<file path="src/rtl/alu_mp_pkg.sv">
// Shared types and PSW constants for the XM23 multi-precision add/subtract sequencer.
package alu_mp_pkg;

   typedef enum logic [1:0] {IDLE = 2'd0, RUN = 2'd1, DRAIN = 2'd2} state_e;
   typedef enum logic {OP_ADD = 1'b0, OP_SUB = 1'b1} op_e;

   localparam int PSW_C = 0;
   localparam int PSW_Z = 1;
   localparam int PSW_N = 2;
   localparam int PSW_V = 4;
   localparam logic [15:0] PSW_ARITH_MSK = 16'h0017;

   function automatic logic [15:0] psw_pack(input logic c, input logic z, input logic n, input logic v);
      logic [15:0] p;
      p        = 16'h0000;
      p[PSW_C] = c;
      p[PSW_Z] = z;
      p[PSW_N] = n;
      p[PSW_V] = v;
      return p;
   endfunction

endpackage

</file>
<file path="src/rtl/alu_addsub_core.sv">
// Single-word add/subtract-with-carry core; SUB adds the inverted B word.
module alu_addsub_core #(
   parameter int WORD_W = 16
) (
   input  logic [WORD_W-1:0] a,
   input  logic [WORD_W-1:0] b,
   input  logic              sub,
   input  logic              cin,
   output logic [WORD_W-1:0] result,
   output logic              cout,
   output logic              v
);

   logic [WORD_W-1:0] b_eff_s;
   logic [WORD_W:0]   sum_s;

   // Word-wide sum with carry-in
   always_comb begin
      b_eff_s = sub ? ~b : b;
      sum_s   = {1'b0, a} + {1'b0, b_eff_s} + {{WORD_W{1'b0}}, cin};
   end

   assign result = sum_s[WORD_W-1:0];
   assign cout   = sum_s[WORD_W];
   assign v      = (a[WORD_W-1] == b_eff_s[WORD_W-1]) && (sum_s[WORD_W-1] != a[WORD_W-1]);

endmodule

</file>
<file path="src/rtl/alu_mp_sequencer.sv">
// Multi-precision ADD/SUB sequencer: streams operand words LSW first through one core.
// Define ALU_MP_ABORT_EN to add an abort input that cancels an operation in flight.
module alu_mp_sequencer
   import alu_mp_pkg::*;
#(
   parameter int MAX_WORDS = 4,
   parameter int WORD_W    = 16
) (
   input  logic                           clk,
   input  logic                           rst,
`ifdef ALU_MP_ABORT_EN
   input  logic                           abort,
`endif
   input  logic                           req_valid,
   output logic                           req_ready,
   input  logic                           req_op,
   input  logic                           req_use_c,
   input  logic                           req_c,
   input  logic [$clog2(MAX_WORDS+1)-1:0] req_words,
   input  logic                           in_valid,
   output logic                           in_ready,
   input  logic [WORD_W-1:0]              in_a,
   input  logic [WORD_W-1:0]              in_b,
   output logic                           res_valid,
   input  logic                           res_ready,
   output logic [WORD_W-1:0]              res_data,
   output logic                           res_last,
   output logic [15:0]                    psw_out,
   output logic [15:0]                    psw_msk
);

   localparam int CNT_W = $clog2(MAX_WORDS + 1);

   state_e             state_q, state_d;
   op_e                op_q, op_d;
   logic [CNT_W-1:0]   words_q, words_d, cnt_q, cnt_d, words_eff_s;
   logic               carry_q, carry_d, nz_q, nz_d;
   logic               res_valid_q, res_valid_d, res_last_q, res_last_d;
   logic [WORD_W-1:0]  res_data_q, res_data_d, core_res_s;
   logic [15:0]        psw_q, psw_d, msk_q, msk_d;
   logic               core_cout_s, core_v_s, in_ready_s, in_hs_s, last_s, abort_s;

`ifdef ALU_MP_ABORT_EN
   assign abort_s = abort;
`else
   assign abort_s = 1'b0;
`endif

   alu_addsub_core #(.WORD_W(WORD_W)) u_core (
      .a      (in_a),
      .b      (in_b),
      .sub    (op_q == OP_SUB),
      .cin    (carry_q),
      .result (core_res_s),
      .cout   (core_cout_s),
      .v      (core_v_s)
   );

   // A stalled result consumer must back-pressure operand intake in the same cycle
   assign in_ready_s = (state_q == RUN) && (!res_valid_q || res_ready);
   assign in_hs_s    = in_valid && in_ready_s;
   assign last_s     = ((cnt_q + CNT_W'(1)) == words_q);

   // Clamp requested word count into 1..MAX_WORDS
   always_comb begin
      if (req_words == '0) begin
         words_eff_s = CNT_W'(1);
      end else if (int'(req_words) > MAX_WORDS) begin
         words_eff_s = CNT_W'(MAX_WORDS);
      end else begin
         words_eff_s = req_words;
      end
   end

   // Next-state and result-stage logic
   always_comb begin
      state_d     = state_q;
      op_d        = op_q;
      words_d     = words_q;
      cnt_d       = cnt_q;
      carry_d     = carry_q;
      nz_d        = nz_q;
      res_valid_d = res_valid_q;
      res_last_d  = res_last_q;
      res_data_d  = res_data_q;
      psw_d       = psw_q;
      msk_d       = msk_q;
      if (abort_s && (state_q != IDLE)) begin
         state_d     = IDLE;
         res_valid_d = 1'b0;
         res_last_d  = 1'b0;
         psw_d       = 16'h0000;
         msk_d       = 16'h0000;
      end else begin
         case (state_q)
            IDLE: begin
               if (req_valid) begin
                  op_d    = op_e'(req_op);
                  words_d = words_eff_s;
                  cnt_d   = '0;
                  carry_d = req_use_c ? req_c : req_op;
                  nz_d    = 1'b0;
                  state_d = RUN;
               end else begin
                  state_d = IDLE;
               end
            end
            RUN: begin
               if (in_hs_s) begin
                  res_valid_d = 1'b1;
                  res_data_d  = core_res_s;
                  carry_d     = core_cout_s;
                  nz_d        = nz_q || (core_res_s != '0);
                  cnt_d       = cnt_q + CNT_W'(1);
                  if (last_s) begin
                     res_last_d = 1'b1;
                     psw_d      = psw_pack(core_cout_s, !(nz_q || (core_res_s != '0)),
                                           core_res_s[WORD_W-1], core_v_s);
                     msk_d      = PSW_ARITH_MSK;
                     state_d    = DRAIN;
                  end else begin
                     res_last_d = 1'b0;
                     psw_d      = 16'h0000;
                     msk_d      = 16'h0000;
                  end
               end else if (res_ready) begin
                  res_valid_d = 1'b0;
               end else begin
                  res_valid_d = res_valid_q;
               end
            end
            DRAIN: begin
               if (res_ready) begin
                  res_valid_d = 1'b0;
                  res_last_d  = 1'b0;
                  psw_d       = 16'h0000;
                  msk_d       = 16'h0000;
                  state_d     = IDLE;
               end else begin
                  state_d = DRAIN;
               end
            end
            default: begin
               state_d     = IDLE;
               res_valid_d = 1'b0;
               res_last_d  = 1'b0;
            end
         endcase
      end
   end

   // State and registered outputs
   always_ff @(posedge clk or posedge rst) begin
      if (rst) begin
         state_q     <= IDLE;
         op_q        <= OP_ADD;
         words_q     <= '0;
         cnt_q       <= '0;
         carry_q     <= 1'b0;
         nz_q        <= 1'b0;
         res_valid_q <= 1'b0;
         res_last_q  <= 1'b0;
         res_data_q  <= '0;
         psw_q       <= 16'h0000;
         msk_q       <= 16'h0000;
      end else begin
         state_q     <= state_d;
         op_q        <= op_d;
         words_q     <= words_d;
         cnt_q       <= cnt_d;
         carry_q     <= carry_d;
         nz_q        <= nz_d;
         res_valid_q <= res_valid_d;
         res_last_q  <= res_last_d;
         res_data_q  <= res_data_d;
         psw_q       <= psw_d;
         msk_q       <= msk_d;
      end
   end

   assign req_ready = (state_q == IDLE);
   assign in_ready  = in_ready_s;
   assign res_valid = res_valid_q;
   assign res_data  = res_data_q;
   assign res_last  = res_last_q;
   assign psw_out   = psw_q;
   assign psw_msk   = msk_q;

endmodule

</file>
<file path="config.mk">
export PLATFORM = sky130hd
export DESIGN_NAME = alu_mp_sequencer
export DESIGN_NICKNAME = d
export VERILOG_FILES = /design/src/rtl/alu_mp_pkg.sv /design/src/rtl/alu_addsub_core.sv /design/src/rtl/alu_mp_sequencer.sv
export SDC_FILE = /design/constraint.sdc
export NUM_CORES = 1
export LEC_CHECK = 0
export CAP_MARGIN = 40
export CORE_UTILIZATION = 26
export DETAILED_ROUTE_END_ITERATION = 10
export GPL_TIMING_DRIVEN = 0
export MAX_ROUTING_LAYER = met4
export PLACE_DENSITY_LB_ADDON = 0.15
export SYNTH_ARGS = -nofsm -noshare
export SYNTH_HDL_FRONTEND = slang
export SYNTH_SLANG_ARGS = --single-unit
export TNS_END_PERCENT = 1
</file>
<file path="constraint.sdc">
create_clock -name clk -period 6.6 [get_ports clk]
set_clock_uncertainty 0.05 [all_clocks]
set_input_delay 1.65 -clock clk [delete_from_list [all_inputs] [get_ports clk]]
set_output_delay 1.65 -clock clk [all_outputs]
set_load 0.01 [all_outputs]
</file>
# Word level (Yosys, flattened, before mapping)
# Cells that the tools add are included.
[op_classes]
add_sub_neg = 3
order_cmp = 1
n_eq_ne = 9
muxes = 32
bitwise = 2
n_reduce_logical = 18
[ops]
columns = ["operator", "n"]
rows = [
  ["two-way mux 16 bit", 4],
  ["case mux 16 bit (2 select lines)", 2],
  ["adder 16 x 16 -> 17 bit", 1],
  ["adder 17 x 1 -> 17 bit", 1],
  ["inverter 16 bit", 1],
  ["nonzero test 16 bit", 1],
  ["two-way mux 3 bit", 4],
  ["two-way mux 1 bit", 11],
  ["two-way mux 5 bit", 2],
  ["AND reduction 3 bit", 3],
  ["inequality test 2 bit, second input constant", 4],
  ["two-way mux 2 bit", 3],
  ["case mux 1 bit (3 select lines)", 2],
  ["case mux 2 bit (3 select lines)", 1],
  ["case mux 3 bit (2 select lines)", 1],
  ["AND reduction 2 bit", 3],
  ["case mux 1 bit (2 select lines)", 2],
  ["nonzero test 2 bit", 2],
  ["adder 3 x 1 -> 3 bit, second input constant", 1],
  ["== test 3 bit", 1],
  ["greater-than comparator 3 bit, second input constant", 1],
  ["logical AND 1 bit", 3],
  ["zero test 3 bit", 1],
  ["== test 2 x 1 -> 1 bit, second input constant", 1],
  ["other kinds (7)", 9],
]
[word_totals]
ff_bits = 61
inputBits = 43
output_inout_bits = 52
wordCells = 76

# Longest topological paths before layout
# Gate-level depths: netlist of run 1.
[logic_depth]
ltp_word = 10
ltp_mapped = 14
depth_no_buf = 12

# Cells and area by module
# From an unflattened synthesis of run 1, not the netlist that was laid out.
[hier_totals]
cells_unflattened = 342
area_unflattened_um2 = 2941.6
[modules_own_cells]
columns = ["module", "instances", "cells_per_inst", "area_per_inst_um2", "seq_area_each_um2"]
rows = [
  ["alu_mp_sequencer", 1, 194, 1820.5, 850.8],
  ["alu_addsub_core", 1, 148, 1121.1, 0.0],
]

# Least setup slack after synthesis of run 1
# No wires, ideal clock.
[synth_timing]
path_kind = "in2reg"
start = "input port in_b[0]"
end = "register nz_q"
setup_time_ps = 120
arrival_time_ps = 3966
t_required_ps = 6430
slack_ps = 2464
stages = 12
n_path_buf = 0
path_cell_list = "xnor2_1 -> fa_1 -> inv_1 -> fa_1 -> a211oi_1 -> nor2_1 -> a2111oi_2 -> o31ai_1 -> xor2_1 -> nor4b_2 -> nand4_1 -> a31o_1"
[synth_via]
elab_chain_len = 8
[synth_lines]
columns = ["item", "line", "rtl"]
rows = [
  ["start: declaration", "alu_mp_sequencer.sv:23", "input logic [WORD_W-1:0] in_b,"],
  ["inverter 16 bit", "alu_addsub_core.sv:19", "b_eff_s = sub ? ~b : b;"],
  ["two-way mux 16 bit (*)", "alu_addsub_core.sv:19", ""],
  ["adder 16 x 16 -> 17 bit (*)", "alu_addsub_core.sv:20", "sum_s = {1'b0, a} + {1'b0, b_eff_s} + {{WORD_W{1'b0}}, cin};"],
  ["adder 17 x 1 -> 17 bit (*)", "alu_addsub_core.sv:20", ""],
  ["nonzero test 16 bit (*)", "alu_mp_sequencer.sv:113", "nz_d = nz_q || (core_res_s != '0);"],
  ["logical OR 1 bit (*)", "alu_mp_sequencer.sv:113", ""],
  ["two-way mux 1 bit (*)", "alu_mp_sequencer.sv:109", "if (in_hs_s) begin"],
  ["case mux 1 bit (2 select lines) (*)", "alu_mp_sequencer.sv:95", "case (state_q)"],
  ["end signal: assignment", "alu_mp_sequencer.sv:172", "nz_q <= nz_d;"],
  ["end: declaration", "alu_mp_sequencer.sv:37", "logic carry_q, carry_d, nz_q, nz_d;"],
]
# Mark *: on every way between the ends. The rest lies on a longest branch, timed or not. The select of a mux whose other input is x is not followed.
# A chain may end at the register's enable or synchronous reset.

# Worst setup path after layout of run 1
# Ends and elaborated chain as after synthesis.

==> flow_summary.json, run 1 <==
{
  "r2r-end": "nz_q",
  "die_area_um2": 11000,
  "critPathSlowestCell": "clkdlybuf4s50_1",
  "drt-met1-wl_mm": 3.30,
  "endpoint": "nz_q",
  "crit_family": "compound AO/OA/AOI/OAI gates",
  "outcome": "complete, no violations",
  "ant_nets": 0,
  "drcViolationCount": 0,
  "p_clk_share_pct": 9.6,
  "portBuffers": 70,
  "synth_edf_count": 0,
  "initial_utilization_pct": 26.8,
  "tns_ps": 0,
  "worstSetupStartpointType": "input pin",
  "crit_fanout": 3,
  "top_layer_used": "met4",
  "cp.depth": 13,
  "synth_most_common_cell": "dfrtp_1",
  "ys_top_cells_by_area": "dfrtp_1 31%, ha_1 8.6%, buf_4 7.6%, xor2_1 6.4%, o21ai_0 5.1%",
  "synth_top_cell_area_share_pct": 30.9,
  "yosysWarningCount": 0,
  "first_pass_iters": 6,
  "hold_ws_ps": 432,
  "area_growth_pct": 39.2,
  "grt_usage_pct": 13.1,
  "clk_latency_ps": 290,
  "power_density_nw_per_um2": 445,
  "core_area_um2": 10300,
  "antenna_found_initial": 0,
  "synth-async-reset-ratio_pct": 100,
  "ys_seq_elements": 34,
  "ff2ff_setup_slack_ps": 2210,
  "cp.arrival_ps": 4830,
  "drt_wl_total_mm": 6.89,
  "worst_slew_pin_slew_ps": 732,
  "fill_cells": 1110,
  "grt_max_degree": 21,
  "rows": 37,
  "cts_made_buffers": 5,
  "fin_crit_ps": 4700,
  "die_width_um": 105,
  "critPathMaxStageDelay_ps": 470,
  "gp_congestion": 0.806,
  "syn-cell-area_um2": 2750,
  "p_switching_mw": 0.770,
  "critPathRequiredTime_ps": 6730,
  "setup_viol": 0,
  "cts_root_buffer": "clkbuf_8",
  "grt_first_pass_wirelength_mm": 11.2,
  "vias_per_cell": 4.32,
  "relSlewSlack_pct": 51.2,
  "cts_resized": 0,
  "fmax_mhz": 213,
  "num_vias": 2382,
  "seqPwrFrac_pct": 21.0,
  "io_pins": 95,
  "peakVddDrop_v": 0.000152,
  "fin_crit_sh_pct": 71.3,
  "fp.dieH_um": 105,
  "cts_htree_levels": 2,
  "ys_seq_area_share_pct": 30.9,
  "post-cts-setup-buffers": 0,
  "reg2reg_from": "op_q",
  "pre_cts_ws_ps": 1600,
  "yosys.area.top_type": "dfrtp_1",
  "drv_cap": 0,
  "hp-class": "reg2reg",
  "final_net_count": 478,
  "p_leak_nw": 1.73,
  "drt_iter0_markers": 124,
  "tritoncts": "done",
  "hold_viol_final": 0,
  "clockBufferDepth": 2,
  "end_kind": "register",
  "grt_overflow": 0,
  "cts.clk_slew.worst_paths_ps": 80,
  "drive_above_1_share_pct": 13.3,
  "grt_pass1_vias": 2288,
  "fin_util_pct": 37.3,
  "crit_top_cell": "fa_1",
  "cts_sinks": 34,
  "cts_hold_buf": 0,
  "rsz0062_at_grt": "no",
  "fin_ws_ps": 1900,
  "path_buf_inv": 2,
  "antenna_cells": 0,
  "maxSlewViolCount": 0,
  "p_int_mw": 0.935,
  "cp_cell_sequence": "clkdlybuf4s50_1, xnor2_1, fa_1, inv_1, fa_1, a211oi_1, nor2_1, a2111oi_2, o31ai_1, xor2_1, nor4b_2, nand4_1, a31o_1",
  "synthTopCellsByCount": "34 x dfrtp_1, 32 x nand2_1, 28 x buf_4, 28 x o21ai_0, 20 x xor2_1",
  "critPathLaunch": "in_b[0]",
  "wl_per_cell_um": 12.5,
  "synth_area_per_cell_um2": 8.80,
  "dr_wl_met3_um": 264,
  "reg2reg_depth": 14,
  "ys_types": 45,
  "ys.flop_type": "dfrtp_1",
  "dpl.hpwl_mm": 5.62,
  "synthCells": 313,
  "path_class": "in2reg",
  "wl_met2_mm": 3.26,
  "p_sw_share_pct": 45.2,
  "pwr-share-comb_pct": 69.4
}
-- placed cells by master (no fill, tap or decap), types with 4 or more instances in the layout --
cell type	instances
xor2_1	20
ha_1	19
nand3_1	12
inv_1	15
buf_4	28
xnor2_1	10
clkdlybuf4s50_1	70
a211oi_1	5
o31ai_1	6
nand2_1	32
clkbuf_1	6
dfrtp_1	34
o21a_1	4
o21ai_0	28
mux2_2	10
a21oi_1	16
nor2b_1	5
nor2_1	14
conb_1	24
and2_1	4
nor3_1	5
clkbuf_8	6
a21o_1	4
-- metal layers --
metal	GRT usage, %	vias to the layer above
met5	-	-
met4	2.72	0
met3	2.37	6
met2	21.2	55
met1	17.1	1074
li1	-	1247
-- flip-flops by register name, summed over array words and instances, names as in the netlist --
| register | cells |
|---|---|
| res_valid | 1 |
| cnt_q | 3 |
| res_last | 1 |
| op_q | 1 |
| words_q | 3 |
| psw_out | 4 |
| res_data | 16 |
| carry_q | 1 |
| nz_q | 1 |
| state_q | 2 |
| psw_msk | 1 |
-- final cells by class --
class	count	area (um^2)	area share, %
clock inverters	2	12.5	0.326
inverters	15	56.3	1.47
repair buffers	71	728	19.0
well taps	136	170	4.44
multi-input cells	251	1680	43.9
flip-flops and latches	34	851	22.2
plain buffers	36	249	6.49
clock buffers	6	82.6	2.15
-- worst min path at each step --
| stage | from | endpoint | slack [ps] | cells past startpoint |
|---|---|---|---|---|
| after floorplan | cnt_q[1] | cnt_q[1] | 390 | 2 |
| after detailed placement | cnt_q[1] | cnt_q[1] | 410 | 2 |
| after CTS | res_data[2] | res_data[2] | 440 | 2 |
| final | res_data[7] | res_data[7] | 430 | 2 |
| after global placement | cnt_q[1] | cnt_q[1] | 410 | 2 |
| after global routing | res_data[0] | res_data[0] | 470 | 2 |
-- worst min-delay path: stages (launching register included) --
cell and delay (ps):
dfrtp_1 340, nand2_1 50, o21ai_0 60
-- kinds of logic after synthesis --
group	Yosys count	synth area share, %
AND/OR/NAND/NOR	84	14.8
AO/OA/AOI/OAI	82	19.4
buffers and inverters	51	11.1
flip-flops	34	30.9
XOR/XNOR	30	9.54
adder cells (fa/ha/maj)	21	10.1
multiplexers	10	4.09
other	1	0.136
-- power groups by stage --
| stage | Combinational, mW | Clock, mW | Sequential [mW] |
|---|---|---|---|
| 3_3_place_gp | 1.18 | 0 | 0.362 |
| 3_5_place_dp | 1.19 | 0 | 0.364 |
| 4_1_cts | 1.20 | 0.168 | 0.361 |
| 2_1_floorplan | 0.789 | 0 | 0.377 |
| 6_report | 1.18 | 0.164 | 0.358 |
| 5_1_grt | 1.33 | 0.180 | 0.372 |
-- stage by stage --
stage               cell area, um^2  std cells  power (mW)
global route                   3830        551        1.88
finish                         3830        551        1.70
global placement               3710        542        1.54
floorplan                      2840        336        1.17
detailed placement             3740        543        1.56
CTS                            3830        551        1.73
Note: power is estimated with default switching activity, not from simulation.
==> run 2: changes to the inputs <==
Clock period 6.6 ns to 4.4 ns, I/O delays scaled along.
==> flow_summary.json, run 2 (synthesized netlist as in run 1, its figures left out) <==
{
  "tns_ps": 0,
  "power_mw": 2.55,
  "reg2reg_from": "op_q",
  "die_area_um2": 11000,
  "io_pins": 95,
  "maxSlewViolCount": 0,
  "grt_overflow": 0,
  "core_area_um2": 10300,
  "ant_nets": 0,
  "grt_usage_pct": 13.1,
  "crit_fanout": 3,
  "fill_cells": 1109,
  "relSlewSlack_pct": 55.3,
  "worstSetupStartpointType": "input pin",
  "antenna_cells": 0,
  "antenna_found_initial": 0,
  "drive_above_1_share_pct": 13.5,
  "largest_register_ffs": 16,
  "end_kind": "register",
  "worst_slew_pin_slew_ps": 670,
  "pre_cts_ws_ps": -65.5,
  "drt_wl_total_mm": 6.87,
  "rsz0062_at_grt": "no",
  "clk_latency_ps": 290,
  "final_net_count": 477,
  "hold_viol_final": 0,
  "p_leak_nw": 1.73,
  "gp_congestion": 0.806,
  "area_growth_pct": 39.1,
  "fin_crit_sh_pct": 94.3,
  "drt_iter0_markers": 130,
  "hold_path_depth": 2,
  "tritoncts": "done",
  "ff2ff_setup_slack_ps": 430,
  "final_common_cell": "clkdlybuf4s50_1",
  "post-cts-setup-buffers": 0,
  "portBuffers": 70,
  "setup_viol": 0,
  "reg2reg_depth": 13,
  "dpl.hpwl_mm": 5.62,
  "vias_per_cell": 4.33,
  "rows": 37,
  "grt_first_pass_wirelength_mm": 11.2,
  "path_class": "in2reg",
  "fin_ws_ps": 249,
  "hp-class": "reg2reg",
  "cts.clk_slew.worst_paths_ps": 80,
  "cts_made_buffers": 5,
  "initial_utilization_pct": 26.8,
  "fin_crit_ps": 4150,
  "r2r-end": "nz_q",
  "num_vias": 2380,
  "grt_max_degree": 21,
  "clockBufferDepth": 2,
  "drcViolationCount": 0,
  "fp.dieH_um": 105,
  "cts_htree_levels": 2,
  "cts_sinks": 34,
  "hold_end": "res_data[7]",
  "fmax_mhz": 241,
  "drv_cap": 0,
  "cts_root_buffer": "clkbuf_8",
  "grt_pass1_vias": 2288,
  "critPathRequiredTime_ps": 4530,
  "peakVddDrop_v": 0.000228,
  "power_density_nw_per_um2": 667,
  "wl_per_cell_um": 12.5,
  "final_cell_mix": "70 x clkdlybuf4s50_1, 34 x dfrtp_1, 32 x nand2_1, 28 x buf_4, 28 x o21ai_0",
  "die_width_um": 105,
  "first_pass_iters": 6,
  "hold_ws_ps": 432,
  "holdCritStartpoint": "res_data[7]",
  "cp.arrival_ps": 4280,
  "outcome": "complete, no violations"
}
==> run 2: changes by cell type in the layout (fill, tap and decap cells not counted) <==
cell / previous run / this run
clkbuf_1: 6 / 4
clkbuf_2: 1 / 2
==> run 2: worst max path at each step <==
stage | depth (start not counted) | to | slack (ps) | from
2_1_floorplan | 14 | nz_q | 800 | op_q
3_3_place_gp | 13 | nz_q | -30 | in_b[0]
3_5_place_dp | 14 | nz_q | -70 | op_q
4_1_cts | 14 | nz_q | 180 | op_q
5_1_grt | 13 | nz_q | 40 | in_b[0]
6_report | 13 | nz_q | 250 | in_b[0]
==> run 2: worst max-delay path: stages <==
cell	delay [ps]
clkdlybuf4s50_1	470
xnor2_1	130
fa_1	210
inv_1	50
fa_1	430
a211oi_1	260
nor2_1	130
a2111oi_2	450
o31ai_1	160
xor2_1	190
nor4b_2	260
nand4_1	190
a31o_1	250
==> run 2: area by class of cell <==
| cell class | instances | area, um^2 | share of cell area, % |
|---|---|---|---|
| multi-input cells | 251 | 1680 | 44.0 |
| clock inverters | 2 | 12.5 | 0.327 |
| well taps | 136 | 170 | 4.44 |
| clock buffers | 6 | 82.6 | 2.16 |
| repair buffers | 71 | 728 | 19.0 |
| plain buffers | 35 | 246 | 6.43 |
| inverters | 15 | 56.3 | 1.47 |
| flip-flops and latches | 34 | 851 | 22.2 |
==> run 2: per-layer routing <==
layer / part of all wire (%) / GRT usage, %
met5: 0 / -
met4: 0.80 / 2.72
met3: 5.2 / 2.37
met2: 48 / 21.2
met1: 46 / 17.1
==> run 2: through the flow <==
step / util [%] / instance area, um^2 / std cells
2_1_floorplan: - / 2840 / 336
3_3_place_gp: 36.1 / 3710 / 542
3_5_place_dp: 36.4 / 3740 / 543
4_1_cts: 37.3 / 3830 / 551
5_1_grt: 37.3 / 3830 / 550
6_report: 37.3 / 3830 / 550
==> run 2: power breakdown <==
group | total, mW | switching [mW] | leakage [nW] | internal, mW
sequential | 0.555 | 0.106 | 0.431 | 0.449
combinational | 1.75 | 0.927 | 1.25 | 0.827
clock | 0.246 | 0.120 | 0.0472 | 0.126
==> run 2: repair_timing <==
action | in CTS | in global routing
hold buffers | 0 | 0
endpoints found under the setup margin | 1 | 2
gates resized for setup | 1 | 0
